$ cat config.mk
export PLATFORM = sky130hd
export DESIGN_NAME = cpu_sequencer
export DESIGN_NICKNAME = d
export VERILOG_FILES = /design/src/rtl/cpu_pkg.sv /design/src/rtl/seq_pc.sv /design/src/rtl/cpu_sequencer.sv
export SDC_FILE = /design/constraint.sdc
export NUM_CORES = 1
export LEC_CHECK = 0
export CORE_ASPECT_RATIO = 1.75
export CORE_UTILIZATION = 37
export DETAILED_ROUTE_END_ITERATION = 16
export PLACE_DENSITY = 0.74
export SLEW_MARGIN = 20
export SYNTH_ARGS = -nofsm -noshare
export SYNTH_HDL_FRONTEND = slang
export SYNTH_SLANG_ARGS = --single-unit
$ cat constraint.sdc
create_clock -name clk -period 4.5 [get_ports clk]
set_input_delay 0.45 -clock clk [delete_from_list [all_inputs] [get_ports clk]]
set_output_delay 0.45 -clock clk [all_outputs]
set_load 0.01 [all_outputs]
$ cat src/rtl/cpu_pkg.sv
// Shared types and constants for the 8-bit CPU sequencer.
package cpu_pkg;

   localparam int unsigned CPU_DATA_WIDTH = 8;
   localparam int unsigned CPU_ADDR_WIDTH = 4;
   localparam int unsigned ALU_OP_WIDTH   = 4;

   typedef enum logic [2:0] {
      IDLE,
      FETCH,
      DECODE,
      EXECUTE,
      WRITEBACK,
      HALTED
   } seq_state_t;

   // Instruction class lives in bits [7:6]
   localparam logic [1:0] CLS_ALU = 2'b00;
   localparam logic [1:0] CLS_JMP = 2'b01;
   localparam logic [1:0] CLS_JZ  = 2'b10;
   localparam logic [1:0] CLS_SYS = 2'b11;

   localparam logic [7:0] OPC_HALT = 8'hFF;

endpackage

$ cat src/rtl/seq_pc.sv
// Program counter: clear, wrapping increment, jump load and end-of-program compare.
module seq_pc #(
   parameter int unsigned ADDR_WIDTH = 4
) (
   input  logic                  clk,
   input  logic                  reset,
   input  logic                  clr,
   input  logic                  inc,
   input  logic                  load,
   input  logic [ADDR_WIDTH-1:0] load_addr,
   input  logic [ADDR_WIDTH:0]   prog_len,
   input  logic                  prog_full,
   output logic [ADDR_WIDTH-1:0] pc,
   output logic                  end_of_prog_c
);

   always_ff @(posedge clk) begin
      if (reset || clr) begin
         pc <= '0;
      end else if (load) begin
         pc <= load_addr;
      end else if (inc) begin
         pc <= pc + ADDR_WIDTH'(1);
      end
   end

   // A full program never runs off the end; only HALT stops it
   assign end_of_prog_c = !prog_full && ({1'b0, pc} >= prog_len);

endmodule

$ cat src/rtl/cpu_sequencer.sv
// Fetch/decode/execute controller: loads the program into instruction memory
// and sequences the PC, issuing ALU ops until HALT or end of program.
module cpu_sequencer
   import cpu_pkg::*;
#(
   parameter int unsigned DATA_WIDTH = CPU_DATA_WIDTH,
   parameter int unsigned ADDR_WIDTH = CPU_ADDR_WIDTH
) (
   input  logic                    clk,
   input  logic                    reset,
   input  logic                    prog_wr,
   input  logic [DATA_WIDTH-1:0]   prog_data,
   input  logic                    prog_clr,
   input  logic                    start,
   output logic                    mem_we,
   output logic [ADDR_WIDTH-1:0]   mem_waddr,
   output logic [DATA_WIDTH-1:0]   mem_wdata,
   output logic [ADDR_WIDTH-1:0]   mem_raddr,
   input  logic [DATA_WIDTH-1:0]   mem_rdata,
   output logic                    alu_en,
   output logic [ALU_OP_WIDTH-1:0] alu_op,
   input  logic [DATA_WIDTH-1:0]   alu_y,
   output logic [ADDR_WIDTH-1:0]   pc,
   output logic [ADDR_WIDTH:0]     prog_len,
   output logic                    prog_full,
   output logic                    busy,
   output logic                    done,
   output logic                    result_valid,
   output logic [DATA_WIDTH-1:0]   result,
   output logic                    zero_flag,
   output logic                    load_err
);

   localparam int unsigned DEPTH = 2 ** ADDR_WIDTH;
   localparam int unsigned LEN_W = ADDR_WIDTH + 1;

   seq_state_t            state_q, state_d;
   logic [DATA_WIDTH-1:0] instr_q;
   logic [LEN_W-1:0]      prog_len_d;
   logic [1:0]            cls_c;
   logic                  idle_c;
   logic                  load_ok_c;
   logic                  pc_clr_c, pc_inc_c, pc_load_c;
   logic                  eop_c;

   assign idle_c    = (state_q == IDLE) || (state_q == HALTED);
   assign load_ok_c = idle_c && prog_wr && !prog_clr && !prog_full && !reset;
   assign cls_c     = instr_q[7:6];

   // Memory write port is combinational so the word lands on this edge
   assign mem_we    = load_ok_c;
   assign mem_waddr = load_ok_c ? prog_len[ADDR_WIDTH-1:0] : '0;
   assign mem_wdata = load_ok_c ? prog_data : '0;
   assign mem_raddr = pc;

   seq_pc #(
      .ADDR_WIDTH (ADDR_WIDTH)
   ) u_pc (
      .clk           (clk),
      .reset         (reset),
      .clr           (pc_clr_c),
      .inc           (pc_inc_c),
      .load          (pc_load_c),
      .load_addr     (instr_q[ADDR_WIDTH-1:0]),
      .prog_len      (prog_len),
      .prog_full     (prog_full),
      .pc            (pc),
      .end_of_prog_c (eop_c)
   );

   always_ff @(posedge clk) begin
      if (reset) begin
         state_q <= IDLE;
      end else begin
         state_q <= state_d;
      end
   end

   // Next state, PC control and ALU issue
   always_comb begin
      state_d   = state_q;
      pc_clr_c  = 1'b0;
      pc_inc_c  = 1'b0;
      pc_load_c = 1'b0;
      alu_en    = 1'b0;
      alu_op    = '0;
      case (state_q)
         IDLE, HALTED: begin
            if (start) begin
               state_d  = FETCH;
               pc_clr_c = 1'b1;
            end
         end
         FETCH:     state_d = eop_c ? HALTED : DECODE;
         DECODE:    state_d = EXECUTE;
         EXECUTE: begin
            state_d = FETCH;
            case (cls_c)
               CLS_ALU: begin
                  alu_en  = 1'b1;
                  alu_op  = instr_q[ALU_OP_WIDTH-1:0];
                  state_d = WRITEBACK;
               end
               CLS_JMP: pc_load_c = 1'b1;
               CLS_JZ: begin
                  pc_load_c = zero_flag;
                  pc_inc_c  = !zero_flag;
               end
               default: begin
                  if (instr_q[7:0] == OPC_HALT) begin
                     state_d = HALTED;
                  end else begin
                     pc_inc_c = 1'b1;
                  end
               end
            endcase
         end
         WRITEBACK: begin
            pc_inc_c = 1'b1;
            state_d  = FETCH;
         end
         default:   state_d = IDLE;
      endcase
   end

   // Load counter; clear wins over a write in the same cycle
   always_comb begin
      prog_len_d = prog_len;
      if (idle_c && prog_clr) begin
         prog_len_d = '0;
      end else if (load_ok_c) begin
         prog_len_d = prog_len + LEN_W'(1);
      end
   end

   always_ff @(posedge clk) begin
      if (reset) begin
         prog_len     <= '0;
         prog_full    <= 1'b0;
         busy         <= 1'b0;
         done         <= 1'b0;
         result_valid <= 1'b0;
         result       <= '0;
         zero_flag    <= 1'b0;
         load_err     <= 1'b0;
         instr_q      <= '0;
      end else begin
         prog_len     <= prog_len_d;
         prog_full    <= (prog_len_d == LEN_W'(DEPTH));
         busy         <= !((state_d == IDLE) || (state_d == HALTED));
         done         <= (state_d == HALTED) && (state_q != HALTED);
         result_valid <= (state_q == WRITEBACK);
         load_err     <= prog_wr && (!idle_c || (prog_full && !prog_clr));
         if (state_q == DECODE) begin
            instr_q <= mem_rdata;
         end
         if (state_q == WRITEBACK) begin
            result    <= alu_y;
            zero_flag <= (alu_y == '0);
         end
      end
   end

endmodule

==> run_results.csv <==
group,metric,value,unit
clock_tree,cts_hold_buf,0,
place,gp_congestion,0.8700,
clock_tree,post_cts_resized,0,
min_path,holdPathStages,2,
synthesis,ys_ff_latch,34,
global_routing,antenna_found_initial,0,
routing,drt_pass1_iterations,4,
synthesis,async_reset_ff_frac,0,
synthesis,synth-edff-count,0,
min_path,worstHoldPathType,"register to register",
clock_tree,cts-root-buf,"clkbuf_8",
routing,dr_total_vias,1681,
synthesis,ys_types,40,
setup_path,critPathCaptureType,"output pin",
die,die_area,0.005338,mm²
clock_tree,htree_levels,2,
synthesis,synth-main-ff-cell,"dfxtp_1",
clock_tree,clk_latency,280,ps
timing,tns,0,ps
power,power_leakage,1.036,nW
global_routing,gr-total-overflow,0,
timing,fin_skew,5.616,ps
global_routing,grt_pass1_vias,1587,
synthesis,syn_nets,255,
die,core-area,0.004748,mm²
min_path,hp-start,"result[6]",
power,ir_worst_vdd,0.2551,mV
clock_tree,postCtsSetupBuffers,0,
place,port_buffers,73,
clock_tree,clkSinkCount,34,
layout,syn2layout_area_growth,44.50,%
setup_path,rr_startpoint,"state_q[0]",
synthesis,synth_top_area_share,0.3651,
setup_path,worstSetupPathType,"primary input to output pin",
place,dp_hpwl,3407,µm
setup_path,worstPathRequired,4050,ps
flow_run,cap_violations,0,
timing,worst_pin_slew,624.4,ps
synthesis,yosys-top-cells-count,"dfxtp_1, nand2_1, nor2_1, a21oi_1",
timing,setup_viol,0,
routing,vias_per_cell,5.018,
timing,finalHoldViolCount,0,
layout,fill_cells,419,
synthesis,yosys_warnings,0,
layout,antennaDiodeCount,0,
global_routing,grt_usage,0.1721,
synthesis,synth_top_area_cell,"dfxtp_1",
timing,rsz0062_at_grt,"no",
power,power_density,260.6,mW/mm²
routing,ant_nets,0,
setup_path,crit_start,"reset",
clock_tree,clk_pin_slew,70,ps
run_status,outcome,"complete, no violations",
timing,fin_crit_sh,0.6748,
die,die_height,95.90,µm
layout,fin_nets,323,
synthesis,netlist_area,0.001864,mm²
layout,layout-drive-gt1-share,0.06714,
synthesis,avgSynthCellArea,8.712,µm²
setup_path,cp-start-kind,"primary input",
setup_path,critPathMaxFanout,31,
global_routing,grt_first_pass_wirelength,7265,µm
power,power,0.7021,mW
clock_tree,numCtsBuffers,5,
clock_tree,cts_tree,"done",
setup_path,r2r_cells,6,
global_routing,grt_max_degree,32,
routing,drc,0,
synthesis,yosysMostFrequentCell,"dfxtp_1",
clock_tree,cts_max_path_buffers,2,
die,io_pins,74,
synthesis,ys_seq_area_frac,0.3651,
timing,fmax,0.3293,GHz
synthesis,synth_cells,214,
die,start_util,0.3926,
setup_path,crit_arrival,2590,ps
routing,wirelength,4341,µm
timing,relSlewSlack,0.5819,
synthesis,synthTopCellsByArea,"dfxtp_1, ha_1, mux2i_1, nand2_1, a21oi_1",
die,rows,33,
timing,finalMaxSlewViolations,0,
die,die_width,55.66,µm
routing,wl_per_cell,12.96,µm
routing,drt_iter0_markers,29,
timing,min_period,3037,ps
-- critical path, stage by stage --
cell             delay (ps)
clkdlybuf4s50_1         400
buf_4                   240
nor4b_4                 280
nor3b_4                 470
ha_1                    220
clkdlybuf4s50_1         530
-- flip-flops by register name, summed over array words and instances (netlist names) --
register and cells:
instr_q 8, result 8, prog_len 5, u_pc.pc 4
state_q 3, busy 1, done 1, load_err 1
prog_full 1, result_valid 1, zero_flag 1
-- final cells by class --
class	instances	area, µm²	area share
repair buffers	74	738.2	0.2740
inverters	12	45.04	0.01672
clock inverters	3	40.04	0.01486
flip-flops and latches	34	680.7	0.2527
multi-input cells	155	1056	0.3920
well taps	52	65.06	0.02415
clock buffers	5	68.82	0.02555
-- per-layer routing --
layer	global-route usage	vias up	wire length [µm]
li1	-	865	-
met1	0.1705	757	1705
met2	0.3363	54	2312
met3	0.04839	5	256
met4	0.06250	0	66
met5	0	-	0
-- metrics by stage --
step | setup slack (ps) | area [µm²] | instances | hold slack [ps] | util
2_1_floorplan | 2397 | 1864 | 214 | 460.8 | -
3_3_place_gp | 1474 | 2585 | 327 | 449.4 | 0.5444
3_5_place_dp | 1457 | 2585 | 327 | 450.3 | 0.5444
4_1_cts | 1448 | 2694 | 335 | 461.4 | 0.5673
5_1_grt | 1209 | 2694 | 335 | 481.7 | 0.5673
6_report | 1463 | 2694 | 335 | 461.8 | 0.5673
-- power breakdown --
part	internal, mW	total, mW	switching (mW)
logic	0.0608	0.110	0.0494
registers	0.311	0.321	0.00965
clock network	0.163	0.271	0.108
total	0.535	0.702	0.167
-- kinds of logic (layout without fill, tap and decap cells) --
group,after synthesis,count (layout),synth area share
AO/OA/AOI/OAI,37,37,0.1302
XOR/XNOR,7,7,0.03289
adder cells (fa/ha/maj),12,12,0.08053
buffers and inverters,25,94,0.06845
flip-flops,34,34,0.3651
multiplexers,12,12,0.06443
AND/OR/NAND/NOR,87,87,0.2584
-- cells in the final DEF (no fill, tap or decap), drive strengths merged --
master,count
or2,1
clkinv,2
bufinv,1
o211ai,2
o21ai,5
nor4b,1
buf,1
nor2,22
and3b,1
clkdlybuf4s50,73
nand3,6
nand2b,5
nand2,23
nor4,2
a211oi,5
a21o,3
a21oi,17
inv,12
ha,12
xor2,3
nand4,5
nor3,1
mux2i,12
xnor2,4
o31ai,2
and4,1
and3,4
clkbuf,5
dfxtp,34
a32oi,1
a2111oi,1
nor3b,4
o22ai,1
and2,11
-- final timing paths --
kind,to,slack (ps)
worst min-delay path,result[6],460
worst max register to register,prog_full,2410
worst min register to register,result[6],460
worst max-delay path,mem_waddr[0],1460
Note: power is estimated with default switching activity, not from simulation.
